<file path="config.mk">
export PLATFORM = sky130hd
export DESIGN_NAME = uart_receiver
export DESIGN_NICKNAME = d
export VERILOG_FILES = /design/src/rtl/uart_pkg.sv /design/src/rtl/uart_baud_tick.sv /design/src/rtl/uart_receiver.sv
export SDC_FILE = /design/constraint.sdc
export NUM_CORES = 1
export LEC_CHECK = 0
export ABC_AREA = 1
export CORE_MARGIN = 2
export CORE_UTILIZATION = 55
export CTS_CLUSTER_SIZE = 8
export DETAILED_ROUTE_END_ITERATION = 16
export DONT_BUFFER_PORTS = 1
export HOLD_SLACK_MARGIN = 0.1
export PLACE_DENSITY_LB_ADDON = 0.25
export SLEW_MARGIN = 5
export SYNTH_ARGS = -nofsm -noshare
export SYNTH_HDL_FRONTEND = slang
export SYNTH_SLANG_ARGS = --single-unit
export TNS_END_PERCENT = 50
</file>
<file path="constraint.sdc">
create_clock -name i_clock -period 4.2 [get_ports i_clock]
set_input_delay 0.63 -clock i_clock [delete_from_list [all_inputs] [get_ports i_clock]]
set_output_delay 0.63 -clock i_clock [all_outputs]
set_load 0.02 [all_outputs]
</file>
<file path="src/rtl/uart_pkg.sv">
// Shared UART definitions: receiver state encoding, default line settings and
// the clock-divider calculation used by the receiver (and later the transmitter).
package uart_pkg;

    localparam int DEFAULT_BAUD_RATE  = 115_200;
    localparam int DEFAULT_OVERSAMPLE = 16;

    typedef enum logic [2:0] {
        IDLE,
        START,
        DATA,
        STOP,
        BREAK
    } rx_state_t;

    // Rounded clocks-per-oversample-tick
    function automatic int uart_divider(input int clock_freq, input int baud, input int oversample);
        longint tick_rate;
        tick_rate = longint'(baud) * longint'(oversample);
        return int'((longint'(clock_freq) + tick_rate / 2) / tick_rate);
    endfunction

endpackage

</file>
<file path="src/rtl/uart_baud_tick.sv">
// Oversample tick generator: one-cycle pulse every DIVIDER clocks, restartable
// so the receiver can phase-align sampling to a start edge.
module uart_baud_tick #(
    parameter int DIVIDER = 10
) (
    input  logic i_clock,
    input  logic i_reset_n,
    input  logic i_clear,
    output logic o_tick
);

    localparam int CW = (DIVIDER > 1) ? $clog2(DIVIDER) : 1;
    localparam logic [CW-1:0] COUNT_LAST = CW'(DIVIDER - 1);

    logic [CW-1:0] count_reg;

    always_ff @(posedge i_clock or negedge i_reset_n) begin
        if (!i_reset_n) begin
            count_reg <= '0;
        end else if (i_clear || count_reg == COUNT_LAST) begin
            count_reg <= '0;
        end else begin
            count_reg <= count_reg + 1'b1;
        end
    end

    assign o_tick = (count_reg == COUNT_LAST);

endmodule

</file>
<file path="src/rtl/uart_receiver.sv">
// 8N1-style UART receiver: 16x oversampled, 3-sample majority vote per bit,
// valid/ready holding register with framing-error and overrun pulses.
module uart_receiver
    import uart_pkg::*;
#(
    parameter int CLOCK_FREQ = 125_000_000,
    parameter int BAUD_RATE  = DEFAULT_BAUD_RATE,
    parameter int OVERSAMPLE = DEFAULT_OVERSAMPLE,
    parameter int DATA_BITS  = 8
) (
    input  logic                 i_clock,
    input  logic                 i_reset_n,
    input  logic                 i_uart_rx,
    output logic [DATA_BITS-1:0] o_data,
    output logic                 o_valid,
    input  logic                 i_ready,
    output logic                 o_frame_error,
    output logic                 o_overrun,
    output logic                 o_busy
);

    localparam int DIVIDER = uart_divider(CLOCK_FREQ, BAUD_RATE, OVERSAMPLE);
    localparam int M       = OVERSAMPLE / 2;
    localparam int SW      = $clog2(OVERSAMPLE);
    localparam int BW      = $clog2(DATA_BITS);

    localparam logic [SW-1:0] S_VOTE0  = SW'(M - 1);
    localparam logic [SW-1:0] S_VOTE1  = SW'(M);
    localparam logic [SW-1:0] S_DECIDE = SW'(M + 1);
    localparam logic [SW-1:0] S_LAST   = SW'(OVERSAMPLE - 1);
    localparam logic [BW-1:0] BIT_LAST = BW'(DATA_BITS - 1);

    if (DIVIDER < 1) begin : g_bad_divider
        $error("uart_receiver: clock too slow for BAUD_RATE*OVERSAMPLE (DIVIDER < 1)");
    end
    if (OVERSAMPLE < 8 || (OVERSAMPLE % 2) != 0) begin : g_bad_oversample
        $error("uart_receiver: OVERSAMPLE must be even and >= 8");
    end
    if (DATA_BITS < 5 || DATA_BITS > 9) begin : g_bad_data_bits
        $error("uart_receiver: DATA_BITS must be 5..9");
    end

    logic                 rx_meta_reg, rx_sync_reg;
    rx_state_t            state_reg, state_next;
    logic [SW-1:0]        sample_reg;
    logic [BW-1:0]        bit_cnt_reg;
    logic [1:0]           vote_reg;
    logic [DATA_BITS-1:0] shift_reg;
    logic [DATA_BITS-1:0] data_reg;
    logic                 valid_reg, frame_error_reg, overrun_reg;

    logic tick, clear, decide, bit_close, bit_value, deliver, frame_err;

    uart_baud_tick #(.DIVIDER(DIVIDER)) u_baud_tick (
        .i_clock   (i_clock),
        .i_reset_n (i_reset_n),
        .i_clear   (clear),
        .o_tick    (tick)
    );

    // Third vote is the live sample, so the decision lands on the M+1 tick itself
    assign decide    = tick && (sample_reg == S_DECIDE);
    assign bit_close = tick && (sample_reg == S_LAST);
    assign bit_value = (vote_reg[0] & vote_reg[1]) | (vote_reg[0] & rx_sync_reg) |
                       (vote_reg[1] & rx_sync_reg);

    always_ff @(posedge i_clock or negedge i_reset_n) begin
        if (!i_reset_n) begin
            rx_meta_reg <= 1'b1;
            rx_sync_reg <= 1'b1;
            state_reg   <= IDLE;
        end else begin
            rx_meta_reg <= i_uart_rx;
            rx_sync_reg <= rx_meta_reg;
            state_reg   <= state_next;
        end
    end

    always_comb begin
        state_next = state_reg;
        clear      = 1'b0;
        deliver    = 1'b0;
        frame_err  = 1'b0;
        case (state_reg)
            IDLE: begin
                if (!rx_sync_reg) begin
                    state_next = START;
                    clear      = 1'b1;
                end
            end
            START: begin
                if (decide && bit_value) begin
                    state_next = IDLE;
                end else if (bit_close) begin
                    state_next = DATA;
                end
            end
            DATA: begin
                if (bit_close && bit_cnt_reg == BIT_LAST) begin
                    state_next = STOP;
                end
            end
            STOP: begin
                // Leave at stop mid-point to leave resync margin for the next start edge
                if (decide) begin
                    if (bit_value) begin
                        deliver    = 1'b1;
                        state_next = IDLE;
                    end else begin
                        frame_err  = 1'b1;
                        state_next = BREAK;
                    end
                end
            end
            BREAK: begin
                if (rx_sync_reg) begin
                    state_next = IDLE;
                end
            end
            default: state_next = IDLE;
        endcase
    end

    always_ff @(posedge i_clock or negedge i_reset_n) begin
        if (!i_reset_n) begin
            sample_reg  <= '0;
            bit_cnt_reg <= '0;
            vote_reg    <= 2'b11;
            shift_reg   <= '0;
        end else begin
            if (clear) begin
                sample_reg <= '0;
            end else if (tick) begin
                sample_reg <= (sample_reg == S_LAST) ? '0 : sample_reg + 1'b1;
            end
            if (tick && sample_reg == S_VOTE0) vote_reg[0] <= rx_sync_reg;
            if (tick && sample_reg == S_VOTE1) vote_reg[1] <= rx_sync_reg;
            if (state_reg != DATA) begin
                bit_cnt_reg <= '0;
            end else if (bit_close) begin
                bit_cnt_reg <= bit_cnt_reg + 1'b1;
            end
            if (state_reg == DATA && decide) begin
                shift_reg <= {bit_value, shift_reg[DATA_BITS-1:1]};
            end
        end
    end

    // Holding register: a consume and a new load in the same cycle keeps o_valid high
    always_ff @(posedge i_clock or negedge i_reset_n) begin
        if (!i_reset_n) begin
            data_reg        <= '0;
            valid_reg       <= 1'b0;
            frame_error_reg <= 1'b0;
            overrun_reg     <= 1'b0;
        end else begin
            frame_error_reg <= frame_err;
            overrun_reg     <= deliver && valid_reg && !i_ready;
            if (deliver && (!valid_reg || i_ready)) begin
                data_reg  <= shift_reg;
                valid_reg <= 1'b1;
            end else if (valid_reg && i_ready) begin
                valid_reg <= 1'b0;
            end
        end
    end

    assign o_data        = data_reg;
    assign o_valid       = valid_reg;
    assign o_frame_error = frame_error_reg;
    assign o_overrun     = overrun_reg;
    assign o_busy        = (state_reg != IDLE);

endmodule

</file>
==> summary.txt <==
Combinational Power Share = 1.9%
Internal = 0.454 mW
clock power share = 31.9%
clock root cell = clkbuf_4
Hold WC Path Type = in -> reg
FF-to-FF path depth = 6
fin crit share = 44.9%
Final ANT Viol Nets = 0
Post-Route WL = 3060 um
wire length per cell = 11.7 um
DRC errors left = 0
DR pass1 iterations = 4
CTS tree = built
GR Util All Layers = 18.2%
CTS sink cnt = 40
Placeable Area = 0.00334 mm2
vias in the first global route = 1357
hold-critical path depth = 0
non-filler instance count after layout = 261
Resize count post-CTS = 0
Max VDD drop = 177 uV
DR vias/cell = 5.25
critical path startpoint category = register
CTS buffer count = 5
Fin. Hold Viols = 0
CP endpoint kind = output pin
YS warnings = 0
Placed Instances = 251
chip width = 63.0 um
HPWL after DPL = 2250 um
status = complete, no violations
worst path arrival time = 1.25 ns
H-tree depth reported by CTS = 2
required time of the critical path = 3.57 ns
syn nets = 218
Seq pwr share = 66.3%
clock tree buffer depth = 2
Sw Ratio = 22.3%
Final Max Tran Viols = 0
final worst slack = 2.32 ns
Crit Reg-Reg Startpoint = state_reg[0]$_DFFE_PN0P_
RSZ-0062 raised after global routing = false
setup TNS = 0 ns
max-cap viol count = 0
Power Density = 288 mW/mm2
initial antenna violation count = 0
worst hold endpoint = rx_meta_reg$_DFF_PN1_
min-delay src = i_uart_rx
fraction of layout cells with a size suffix above 1 = 16.7%
Filler Cell Count = 306
Final min period = 1.88 ns
flop and latch count out of synthesis = 40
via count = 1371
Lkg Pwr = 0.968 nW
NetSw = 0.130 mW
multi-input logic area = 795 um2
syn_area_per_cell = 9.20 um2
RR Endpoint = sample_reg[3]$_DFFE_PN0N_
PortBufs = 0
critical path peak fanout = 5
storage element area = 0.00101 mm2
CTS Hold Bufs = 2
Worst-Skew Late Latency = 0.35 ns
# nets final = 224
diode count = 0
full die area = 0.00397 mm2
Row Count = 21
first-pass GRT wire length = 5710 um
setup clock skew after layout = 0.0158 ns
# IOs = 16
Area Overhead vs Synth = 6.14%
synthesized instance count = 208
First DRT Iteration DRCs = 109
pin count of the biggest net entering global routing = 41
count of different cell masters after synthesis = 29
worst slack at placement = 2.52 ns
flop-to-flop setup slack = 2.48 ns
register area share after synthesis = 52.5%
Clk pin slew, worst setup/hold paths = 0.12 ns
worst-case headroom to the max-slew limit = 54.1%
placer congestion estimate = 0.755
Die Ht = 63.0 um
Final setup viols = 0
WS Path Type = reg -> out
Initial Util = 57.4%
fmax = 0.531 GHz
GRT overflow = 0
post-synthesis cell area = 0.00191 mm2
# Post-CTS Setup Buffers = 0
Worst Max-Slew Pin Slew = 0.684 ns
Yosys cell counts:
master    instances  area (um2)
inv_2             3        11.3
buf_4             1        7.51
a21oi_2           2        17.5
nand3_4           1        17.5
o21ai_2           8        70.1
nand4_1           5        31.3
nor2_8            1        20.0
dfrtp_1          36         901
ha_1              6        75.1
nor3b_1           2        15.0
nand2_1          48         180
a211oi_1          1        7.51
dfstp_2           4         105
o21ai_0           1        5.00
nand3_2           2        20.0
buf_2             1        5.00
inv_1            21        78.8
nand2_2           1        6.26
o21ai_1          12        60.1
buf_6             1        11.3
nor4_1            1        6.26
nand2_4           2        22.5
nor2_4            3        33.8
nor2_2            1        6.26
a21oi_1           6        30.0
nor3_1            7        35.0
nor2_1           18        67.6
nand3_1          11        55.1
and3_1            2        12.5
kinds of logic (layout without fill, tap and decap cells):
group	after synthesis	count (layout)	synth area share, %
flops	40	40	52.5
buf+inv	27	34	5.95
fa+ha+maj	6	6	3.92
simple gates	105	105	27.6
compound gates	30	30	9.94
layer usage:
layer	track usage [%]	vias up	wire length [um]
met5	0	-	0
met1	23.6	645	1420
li1	-	694	-
met4	10.0	0	41
met3	4.68	5	142
met2	27.9	27	1460
through the flow:
| stage | total power, mW | hold slack, ns | area, um2 | util, % |
|---|---|---|---|---|
| after global placement | 0.396 | 0.335 | 1950 | 58.4 |
| after detailed placement | 0.396 | 0.335 | 1950 | 58.4 |
| final | 0.585 | 0.267 | 2030 | 60.9 |
| after global routing | 0.610 | 0.239 | 2030 | 60.9 |
| after floorplan | 0.395 | 0.334 | 1910 | - |
| after CTS | 0.596 | 0.243 | 2030 | 60.9 |
cell usage in the layout (no fill, tap or decap), types with 2 or more instances in the layout:
| cell type | netlist | layout |
|---|---|---|
| a21oi_1 | 6 | 6 |
| a21oi_2 | 2 | 2 |
| and3_1 | 2 | 2 |
| clkbuf_4 | 0 | 5 |
| dfrtp_1 | 36 | 36 |
| dfstp_2 | 4 | 4 |
| ha_1 | 6 | 6 |
| inv_1 | 21 | 21 |
| inv_2 | 3 | 3 |
| nand2_1 | 48 | 48 |
| nand2_4 | 2 | 2 |
| nand3_1 | 11 | 11 |
| nand3_2 | 2 | 2 |
| nand4_1 | 5 | 5 |
| nor2_1 | 18 | 18 |
| nor2_4 | 3 | 3 |
| nor3_1 | 7 | 7 |
| nor3b_1 | 2 | 2 |
| o21ai_1 | 12 | 12 |
| o21ai_2 | 8 | 8 |
worst max-delay path by stage:
stage	slack [ns]	to	start	cells after the start
6_report	2.32	o_busy	state_reg[0]$_DFFE_PN0P_	2
2_1_floorplan	2.72	o_data[4]$_DFFE_PN0P_	rx_sync_reg$_DFF_PN1_	8
5_1_grt	2.23	o_busy	state_reg[0]$_DFFE_PN0P_	2
3_5_place_dp	2.52	sample_reg[3]$_DFFE_PN0N_	u_baud_tick.count_reg[0]$_DFF_PN0_	6
3_3_place_gp	2.57	sample_reg[3]$_DFFE_PN0N_	u_baud_tick.count_reg[0]$_DFF_PN0_	6
4_1_cts	2.32	o_busy	state_reg[0]$_DFFE_PN0P_	2
final cells by class:
cell class	count	area share, %
Inverter	24	4.43
Multi-Input combinational cell	141	39.1
Timing Repair Buffer	2	1.48
Tap cell	46	2.83
Sequential cell	40	49.5
Clock buffer	6	2.03
Clock inverter	2	0.616
power groups by stage:
stage / registers, mW / logic (mW) / clock network [mW]
3_3_place_gp: 0.395 / 0.000994 / 0
5_1_grt: 0.388 / 0.0129 / 0.210
3_5_place_dp: 0.395 / 0.00105 / 0
2_1_floorplan: 0.395 / 0.000826 / 0
4_1_cts: 0.387 / 0.0117 / 0.197
6_report: 0.387 / 0.0109 / 0.186
worst max-delay path, stage by stage (launching register included):
cell and delay [ns]:
dfrtp_1 0.44, nor2_1 0.25, nand2_1 0.21
Power figures use the tool's default switching activity.
